[src/rtl/vga_rect_painter.sv]
// Queued rectangle rasteriser feeding the vga_adapter write port, one pixel per clock.
// Requests are buffered in a small FIFO; each is drawn as a clipped BLOCK_W x BLOCK_H fill/outline/bordered block.
module vga_rect_painter #(
  parameter int unsigned          X_W          = 10,
  parameter int unsigned          Y_W          = 9,
  parameter int unsigned          COLOR_W      = 9,
  parameter int unsigned          BLOCK_W      = 30,
  parameter int unsigned          BLOCK_H      = 30,
  parameter int unsigned          SCREEN_W     = 640,
  parameter int unsigned          SCREEN_H     = 480,
  parameter int unsigned          FIFO_DEPTH   = 4,
  parameter logic [COLOR_W-1:0]   BORDER_COLOR = '0,
  localparam int unsigned         CNT_W        = $clog2(FIFO_DEPTH) + 1
) (
  input  logic               CLOCK_50,
  input  logic               Reset,
  input  logic               req_valid,
  output logic               req_ready,
  input  logic [X_W-1:0]     req_x,
  input  logic [Y_W-1:0]     req_y,
  input  logic [COLOR_W-1:0] req_color,
  input  logic [1:0]         req_mode,
  output logic [X_W-1:0]     pix_x,
  output logic [Y_W-1:0]     pix_y,
  output logic [COLOR_W-1:0] pix_color,
  output logic               pix_write,
  output logic               busy,
  output logic               done,
  output logic [CNT_W-1:0]   fifo_count
);

  localparam int unsigned      AW     = $clog2(FIFO_DEPTH);
  localparam int unsigned      ENT_W  = X_W + Y_W + COLOR_W + 2;
  localparam logic [X_W-1:0]   LAST_X = X_W'(BLOCK_W - 1);
  localparam logic [Y_W-1:0]   LAST_Y = Y_W'(BLOCK_H - 1);
  localparam logic [X_W:0]     SCR_W  = (X_W + 1)'(SCREEN_W);
  localparam logic [Y_W:0]     SCR_H  = (Y_W + 1)'(SCREEN_H);

  typedef enum logic [1:0] {S_IDLE, S_LOAD, S_DRAW, S_DONE} state_e;

  state_e             state_q;
  logic [ENT_W-1:0]   mem_q [FIFO_DEPTH];
  logic [AW-1:0]      wr_ptr_q, rd_ptr_q;
  logic [CNT_W-1:0]   count_q, count_d;
  logic               push, pop;

  logic [X_W-1:0]     head_x;
  logic [Y_W-1:0]     head_y;
  logic [COLOR_W-1:0] head_col;
  logic [1:0]         head_mode;

  logic [X_W-1:0]     wx_q, dx_q, dx_d;
  logic [Y_W-1:0]     wy_q, dy_q, dy_d;
  logic [COLOR_W-1:0] wcol_q;
  logic [1:0]         wmode_q;

  logic [X_W:0]       sum_x;
  logic [Y_W:0]       sum_y;
  logic               last_pix, edge_pix, on_screen, pix_wr_d;
  logic [COLOR_W-1:0] pix_col_d;

  logic [X_W-1:0]     pix_x_q;
  logic [Y_W-1:0]     pix_y_q;
  logic [COLOR_W-1:0] pix_color_q;
  logic               pix_write_q, busy_q, done_q;

  assign req_ready  = (count_q != CNT_W'(FIFO_DEPTH));
  assign push       = req_valid && req_ready;
  assign pop        = (state_q == S_IDLE) && (count_q != '0);
  assign fifo_count = count_q;
  assign {head_x, head_y, head_col, head_mode} = mem_q[rd_ptr_q];

  always_comb begin
    count_d = count_q;
    case ({push, pop})
      2'b10:   count_d = count_q + 1'b1;
      2'b01:   count_d = count_q - 1'b1;
      default: count_d = count_q;
    endcase
  end

  always_ff @(posedge CLOCK_50) begin
    if (Reset) begin
      wr_ptr_q <= '0;
      rd_ptr_q <= '0;
      count_q  <= '0;
    end else begin
      if (push) begin
        mem_q[wr_ptr_q] <= {req_x, req_y, req_color, req_mode};
        wr_ptr_q        <= wr_ptr_q + 1'b1;
      end
      if (pop) rd_ptr_q <= rd_ptr_q + 1'b1;
      count_q <= count_d;
    end
  end

  // Offset of the pixel to be emitted at the coming edge: origin when leaving LOAD, else the row-major successor.
  always_comb begin
    last_pix = (dx_q == LAST_X) && (dy_q == LAST_Y);
    dx_d     = dx_q + 1'b1;
    dy_d     = dy_q;
    if (dx_q == LAST_X) begin
      dx_d = '0;
      dy_d = dy_q + 1'b1;
    end
    if (state_q == S_LOAD) begin
      dx_d = '0;
      dy_d = '0;
    end
    sum_x     = {1'b0, wx_q} + {1'b0, dx_d};
    sum_y     = {1'b0, wy_q} + {1'b0, dy_d};
    edge_pix  = (dx_d == '0) || (dx_d == LAST_X) || (dy_d == '0) || (dy_d == LAST_Y);
    on_screen = (sum_x < SCR_W) && (sum_y < SCR_H);
    pix_wr_d  = on_screen && !((wmode_q == 2'd1) && !edge_pix);
    pix_col_d = ((wmode_q == 2'd2) && edge_pix) ? BORDER_COLOR : wcol_q;
  end

  always_ff @(posedge CLOCK_50) begin
    if (Reset) begin
      state_q     <= S_IDLE;
      wx_q        <= '0;
      wy_q        <= '0;
      wcol_q      <= '0;
      wmode_q     <= '0;
      dx_q        <= '0;
      dy_q        <= '0;
      pix_x_q     <= '0;
      pix_y_q     <= '0;
      pix_color_q <= '0;
      pix_write_q <= 1'b0;
      busy_q      <= 1'b0;
      done_q      <= 1'b0;
    end else begin
      pix_write_q <= 1'b0;
      done_q      <= 1'b0;
      case (state_q)
        S_IDLE: begin
          if (count_q != '0) begin
            state_q <= S_LOAD;
            wx_q    <= head_x;
            wy_q    <= head_y;
            wcol_q  <= head_col;
            wmode_q <= head_mode;
            busy_q  <= 1'b1;
          end
        end
        S_LOAD, S_DRAW: begin
          if ((state_q == S_DRAW) && last_pix) begin
            state_q <= S_DONE;
            done_q  <= 1'b1;
          end else begin
            state_q     <= S_DRAW;
            dx_q        <= dx_d;
            dy_q        <= dy_d;
            pix_x_q     <= sum_x[X_W-1:0];
            pix_y_q     <= sum_y[Y_W-1:0];
            pix_color_q <= pix_col_d;
            pix_write_q <= pix_wr_d;
          end
        end
        S_DONE: begin
          state_q <= S_IDLE;
          busy_q  <= 1'b0;
        end
        default: state_q <= S_IDLE;
      endcase
    end
  end

  assign pix_x     = pix_x_q;
  assign pix_y     = pix_y_q;
  assign pix_color = pix_color_q;
  assign pix_write = pix_write_q;
  assign busy      = busy_q;
  assign done      = done_q;

endmodule

[config.mk]
export PLATFORM = sky130hd
export DESIGN_NAME = vga_rect_painter
export DESIGN_NICKNAME = d
export VERILOG_FILES = /design/src/rtl/vga_rect_painter.sv
export SDC_FILE = /design/constraint.sdc
export NUM_CORES = 1
export LEC_CHECK = 0
export CORE_ASPECT_RATIO = 1.75
export CORE_UTILIZATION = 40
export DETAILED_ROUTE_END_ITERATION = 12
export PLACE_DENSITY = 0.6
export SLEW_MARGIN = 30
export SYNTH_ARGS = -nofsm -noshare
export SYNTH_HDL_FRONTEND = slang
export SYNTH_SLANG_ARGS = --single-unit
[constraint.sdc]
create_clock -name CLOCK_50 -period 8.1 [get_ports CLOCK_50]
set_input_delay 2.43 -clock CLOCK_50 [delete_from_list [all_inputs] [get_ports CLOCK_50]]
set_output_delay 2.43 -clock CLOCK_50 [all_outputs]
set_load 0.1 [all_outputs]
==> results of run 1 <==
cell usage in the layout (no fill, tap or decap), types with 12 or more instances in the layout:
cell	instances
a211oi_1	12
a21oi_1	80
clkbuf_16	21
clkdlybuf4s50_1	66
dfxtp_1	87
edfxtp_1	120
ha_1	32
inv_1	18
mux4_2	30
nand2_1	127
nand3_1	17
nor2_1	57
xnor2_1	20
per-layer routing:
layer | wire length [µm] | global-route usage, % | part of all wire, % | vias to the layer above
met5 | 0 | 0 | 0 | -
met4 | 468 | 5.49 | 2.5 | 0
met3 | 564 | 1.87 | 3.0 | 29
met2 | 10300 | 31.6 | 54 | 90
met1 | 7580 | 19.6 | 40 | 2763
li1 | - | - | - | 2880
sequential cells by signal, summed over array words and instances (netlist names):
register    flops
wr_ptr_q        2
dx_q           10
pix_x          10
fifo_count      3
pix_color       9
mem_q         120
pix_write       1
wcol_q          9
wy_q            9
wmode_q         2
done            1
pix_y           9
busy            1
state_q         2
rd_ptr_q        2
wx_q           10
dy_q            9
cell families (layout without fill, tap and decap cells):
kind of cell             count (synthesis)  after routing  synth area share (%)
XOR/XNOR                                28             28                  2.69
AND/OR/NAND/NOR                        258            258                  12.9
AO/OA/AOI/OAI                          139            139                  9.59
adder cells (fa/ha/maj)                 35             35                  5.06
flip-flops                             209            209                  59.1
multiplexers                            36             36                  8.15
buffers and inverters                   57            128                  2.46
final timing paths:
check	from	depth (start not counted)	slack [ps]	to
max	fifo_count[1]	3	3430	req_ready
min	wcol_q[5]	2	450	wcol_q[5]
max reg2reg	dx_q[0]	13	4170	pix_write
min reg2reg	wcol_q[5]	2	450	wcol_q[5]
through the flow:
stage,hold slack [ps],power (W),area [µm²]
global route,478,0.00374,10700
finish,452,0.00354,10700
global placement,443,0.00265,10100
CTS,455,0.00358,10700
detailed placement,446,0.00267,10100
floorplan,436,0.00233,9110
layout make-up:
class                      count  area [µm²]
timing repair buffer          73         711
sequential                   209        5390
inverter                      19        71.3
clock buffer                  24         537
fill                        2037       11500
clock inverter                12         101
multi-input combinational    496        3520
tap                          296         370
worst max-delay path, cell delays in order, from the launching register on:
cell,delay (ps)
dfxtp_1,380
inv_1,90
nand3_1,130
clkdlybuf4s50_1,1150
where the power goes:
| part | switching (W) | total, W | internal, W |
|---|---|---|---|
| clock | 0.000404 | 0.000915 | 0.000511 |
| combinational | 0.000857 | 0.00125 | 0.000390 |
| sequential | 0.0000987 | 0.00137 | 0.00128 |
==> impl_metrics.yaml, run 1 <==
layout:
  diodes: 0
  fin_cells: 1129
  syn_to_final_growth_pct: 17.5
  drive_above_1_share_pct: 11.8
  final_util_pct: 48.1
  final_nets: 887
timing:
  finalClockSkew_ps: 8.59
  worst_slack_ps: 3430
  final_max_slew_viol_count: 0
  hold_viol: 0
  worst_pin_slew_ps: 1000
  min_period_ps: 4670
  setup_viol: 0
  relSlewSlack_pct: 32.9
  tns_ps: 0
  fmax_ghz: 0.214
  rsz0062_at_grt: "false"
  period_share_pct: 57.7
global_routing:
  grt_pass1_wl_um: 31000
  grt_pass1_vias: 5932
  grt_overflow_total: 0
  grt_max_degree: 47
  grtUsageTotal_pct: 16.9
  antenna_found_initial: 0
floorplanning:
  chipHeight_um: 202
  chipWidth_um: 116
  rows: 72
  io_pins: 68
  core_area_um2: 22300
  start_util_pct: 40.9
  dieArea_um2: 23400
worst_setup_path:
  path_class: "flop to primary output"
  endpoint_kind: "primary output"
  critPathMaxFanout: 4
  cp-start-kind: "flop"
  cp.arrival_ps: 2240
  required_ps: 5670
route:
  drtIter0Drc: 256
  vias: 5762
  first_pass_iters: 6
  wl_um: 18900
  antenna_left: 0
  viasPerCell: 5.10
  drc: 0
  wl_per_cell_um: 16.7
clock_network:
  root_buffer: "clkbuf_16"
  cts_setup_buffers: 0
  htree_levels: 1
  cts_buffers: 20
  clockBufferDepth: 3
  numClockSinks: 209
  insertion_delay_ps: 490
  post_cts_resized: 0
  cts.clk_slew.worst_paths_ps: 70
  cts_tree: "done"
  postCtsHoldBufs: 0
synth:
  synth_cells: 762
  yosysMostFrequentCell: "nand2_1"
  synth_top_area_share_pct: 39.6
  ys_seq_area_share_pct: 59.1
  yosys_most_used_dff: "edfxtp_1"
  synth_fp_nets: 830
  synth_edf_count: 120
  synth_area_leaders: "edfxtp_1 40%, dfxtp_1 20%, mux4_2 7.4%"
  ys_seq_elements: 209
  yosysTopAreaCell: "edfxtp_1"
  synth_cell_type_count: 60
  syn_area_per_cell_um2: 12.0
  synthTopCellsByCount: "127 x nand2_1, 120 x edfxtp_1, 89 x dfxtp_1"
  ys_warn_count: 0
  ys_async_sr_fraction_pct: 0
  synthesis.area_um2: 9110
job:
  cap_violations: 0
power_and_ir_drop:
  power.leakage_nw: 3.58
  peakVddDrop_v: 0.000273
  power.density_nw_per_um2: 331
place:
  place_congestion: 0.824
  place_ws_ps: 3630
  numPortBuffers: 67
  dp_hpwl_um: 13100
  place_inst: 1093
hold_path:
  min_path_type: "flop to flop"
run_status:
  outcome: "finished, final reports clean"
(Power assumes the default switching activity.)
==> inputs of run 2 (changes only) <==
--- a/config.mk
+++ b/config.mk
@@ -8,7 +8,7 @@
 export CORE_ASPECT_RATIO = 1.75
 export CORE_UTILIZATION = 40
 export DETAILED_ROUTE_END_ITERATION = 12
-export PLACE_DENSITY = 0.6
+export PLACE_DENSITY = 0.62
 export SLEW_MARGIN = 30
 export SYNTH_ARGS = -nofsm -noshare
 export SYNTH_HDL_FRONTEND = slang
==> constraint.sdc (replaced) <==
create_clock -name CLOCK_50 -period 4.14 [get_ports CLOCK_50]
set_input_delay 1.242 -clock CLOCK_50 [delete_from_list [all_inputs] [get_ports CLOCK_50]]
set_output_delay 1.242 -clock CLOCK_50 [all_outputs]
set_load 0.1 [all_outputs]
==> run 2 against run 1 <==
Net effect: final cell count grew 0.53%; final area grew 0.37%; total power grew 96%; register-to-register slack worse by 3800 ps; flip-flop and latch count is the same; clock-buffer cell count increased by 1; largest power group unchanged; largest cell class unchanged; sequential power is 99% higher; via count up 1.3%; worst hold slack worse by 2.3 ps; clock skew down 3.2 ps.
==> impl_metrics.yaml, run 2 (same netlist as run 1, synthesis figures left out) <==
global_routing:
  met2_usage_pct: 30.4
  antenna_found_initial: 0
  grt_pass1_wl_um: 30000
  grtUsageTotal_pct: 16.4
  grt_max_degree: 44
  grt_overflow_total: 0
  grt_pass1_vias: 5811
  grt_use_met3_pct: 1.87
  met1_usage_pct: 19.4
  grt-busiest-layer: "met2"
layout:
  fillers: 2041
  diodes: 0
  layout_common_cells: "127 x nand2_1, 120 x edfxtp_1, 87 x dfxtp_1, 80 x a21oi_1, 64 x clkdlybuf4s50_1"
  syn_to_final_growth_pct: 18.0
  largest_register_ffs: 120
  top_register: "mem_q"
  fin_cells: 1135
  drive_above_1_share_pct: 11.8
  layout_commonest_cell: "nand2_1"
  final_nets: 893
timing:
  hold_viol: 0
  tns_ps: 0
  final_max_slew_viol_count: 0
  setup_viol: 0
  rsz0062_at_grt: "false"
  fmax_ghz: 0.268
  relSlewSlack_pct: 32.9
  period_share_pct: 90.3
  min_period_ps: 3740
  worst_pin_slew_ps: 1000
  finalClockSkew_ps: 5.36
clock_network:
  cts_setup_buffers: 0
  insertion_delay_ps: 490
  clockBufferDepth: 3
  htree_levels: 1
  cts_tree: "done"
  root_buffer: "clkbuf_16"
  cts_buffers: 20
  post_cts_resized: 0
  numClockSinks: 209
  cts.clk_slew.worst_paths_ps: 60
  postCtsHoldBufs: 0
floorplanning:
  io_pins: 68
  chipHeight_um: 202
  dieArea_um2: 23400
  chipWidth_um: 116
  start_util_pct: 40.9
  core_area_um2: 22300
  rows: 72
power_and_ir_drop:
  peakVddDrop_v: 0.000546
  power.density_nw_per_um2: 647
  power.leakage_nw: 3.64
route:
  vias: 5836
  drtIter0Drc: 241
  wl_per_cell_um: 16.3
  wl_um: 18500
  viasPerCell: 5.14
  antenna_left: 0
  first_pass_iters: 4
  drc: 0
worst_setup_path:
  endpoint_kind: "flop"
  path_class: "flop to flop"
  required_ps: 4510
  cp.arrival_ps: 4110
  critPathMaxFanout: 11
  cp-start-kind: "flop"
job:
  cap_violations: 0
place:
  place_inst: 1099
  place_congestion: 0.854
  dp_hpwl_um: 12600
  numPortBuffers: 67
run_status:
  outcome: "finished, final reports clean"
hold_path:
  min_path_type: "flop to flop"
## run 2: layout make-up
cell class                      count  area [µm²]  share of cell area, %
Inverter                           19        71.3                  0.664
Sequential cell                   209        5390                   50.2
Timing Repair Buffer               79         748                   6.97
Multi-Input combinational cell    496        3520                   32.8
Clock inverter                     11         105                  0.978
Clock buffer                       25         541                   5.03
Tap cell                          296         370                   3.45
## run 2: worst paths after layout
kind / startpoint / endpoint / slack [ps] / cells after the start
worst max-delay path: dx_q[0] / pix_write / 400 / 13
worst min-delay path: pix_y[8] / pix_y[8] / 450 / 2
worst max register to register: dx_q[0] / pix_write / 400 / 13
worst min register to register: pix_y[8] / pix_y[8] / 450 / 2
## run 2: critical path, stage by stage (launching register included)
cell       delay, ps
dfxtp_1          520
ha_1             260
nand4bb_1        220
nor3_4           230
mux2_2           390
nor2_1           220
ha_1             290
a211oi_1         300
o21bai_1         130
a21oi_1          360
xnor2_1          200
nand3_1          120
o31ai_1          270
nor4b_2           80
## run 2: power breakdown
part / switching, W / internal (W)
registers: 0.000223 / 0.00250
clock network: 0.000755 / 0.00105
logic: 0.00165 / 0.000770
total: 0.00262 / 0.00432
## run 2: routing by layer
layer,share of wire [%],vias up
met5,0,-
met4,2.2,0
met3,3.0,31
met2,55,92
met1,40,2819
li1,-,2894
## run 2: stage by stage
stage / cell area (µm²) / setup slack [ps] / utilization (%) / hold slack, ps / total power (W)
finish: 10700 / 403 / 48.3 / 450 / 0.00695
global route: 10700 / 88.1 / 48.3 / 471 / 0.00734
CTS: 10700 / 431 / 48.3 / 454 / 0.00703
detailed placement: 10100 / 448 / 45.4 / 445 / 0.00522
global placement: 10100 / 536 / 45.4 / 440 / 0.00520
floorplan: 9110 / 432 / - / 436 / 0.00456
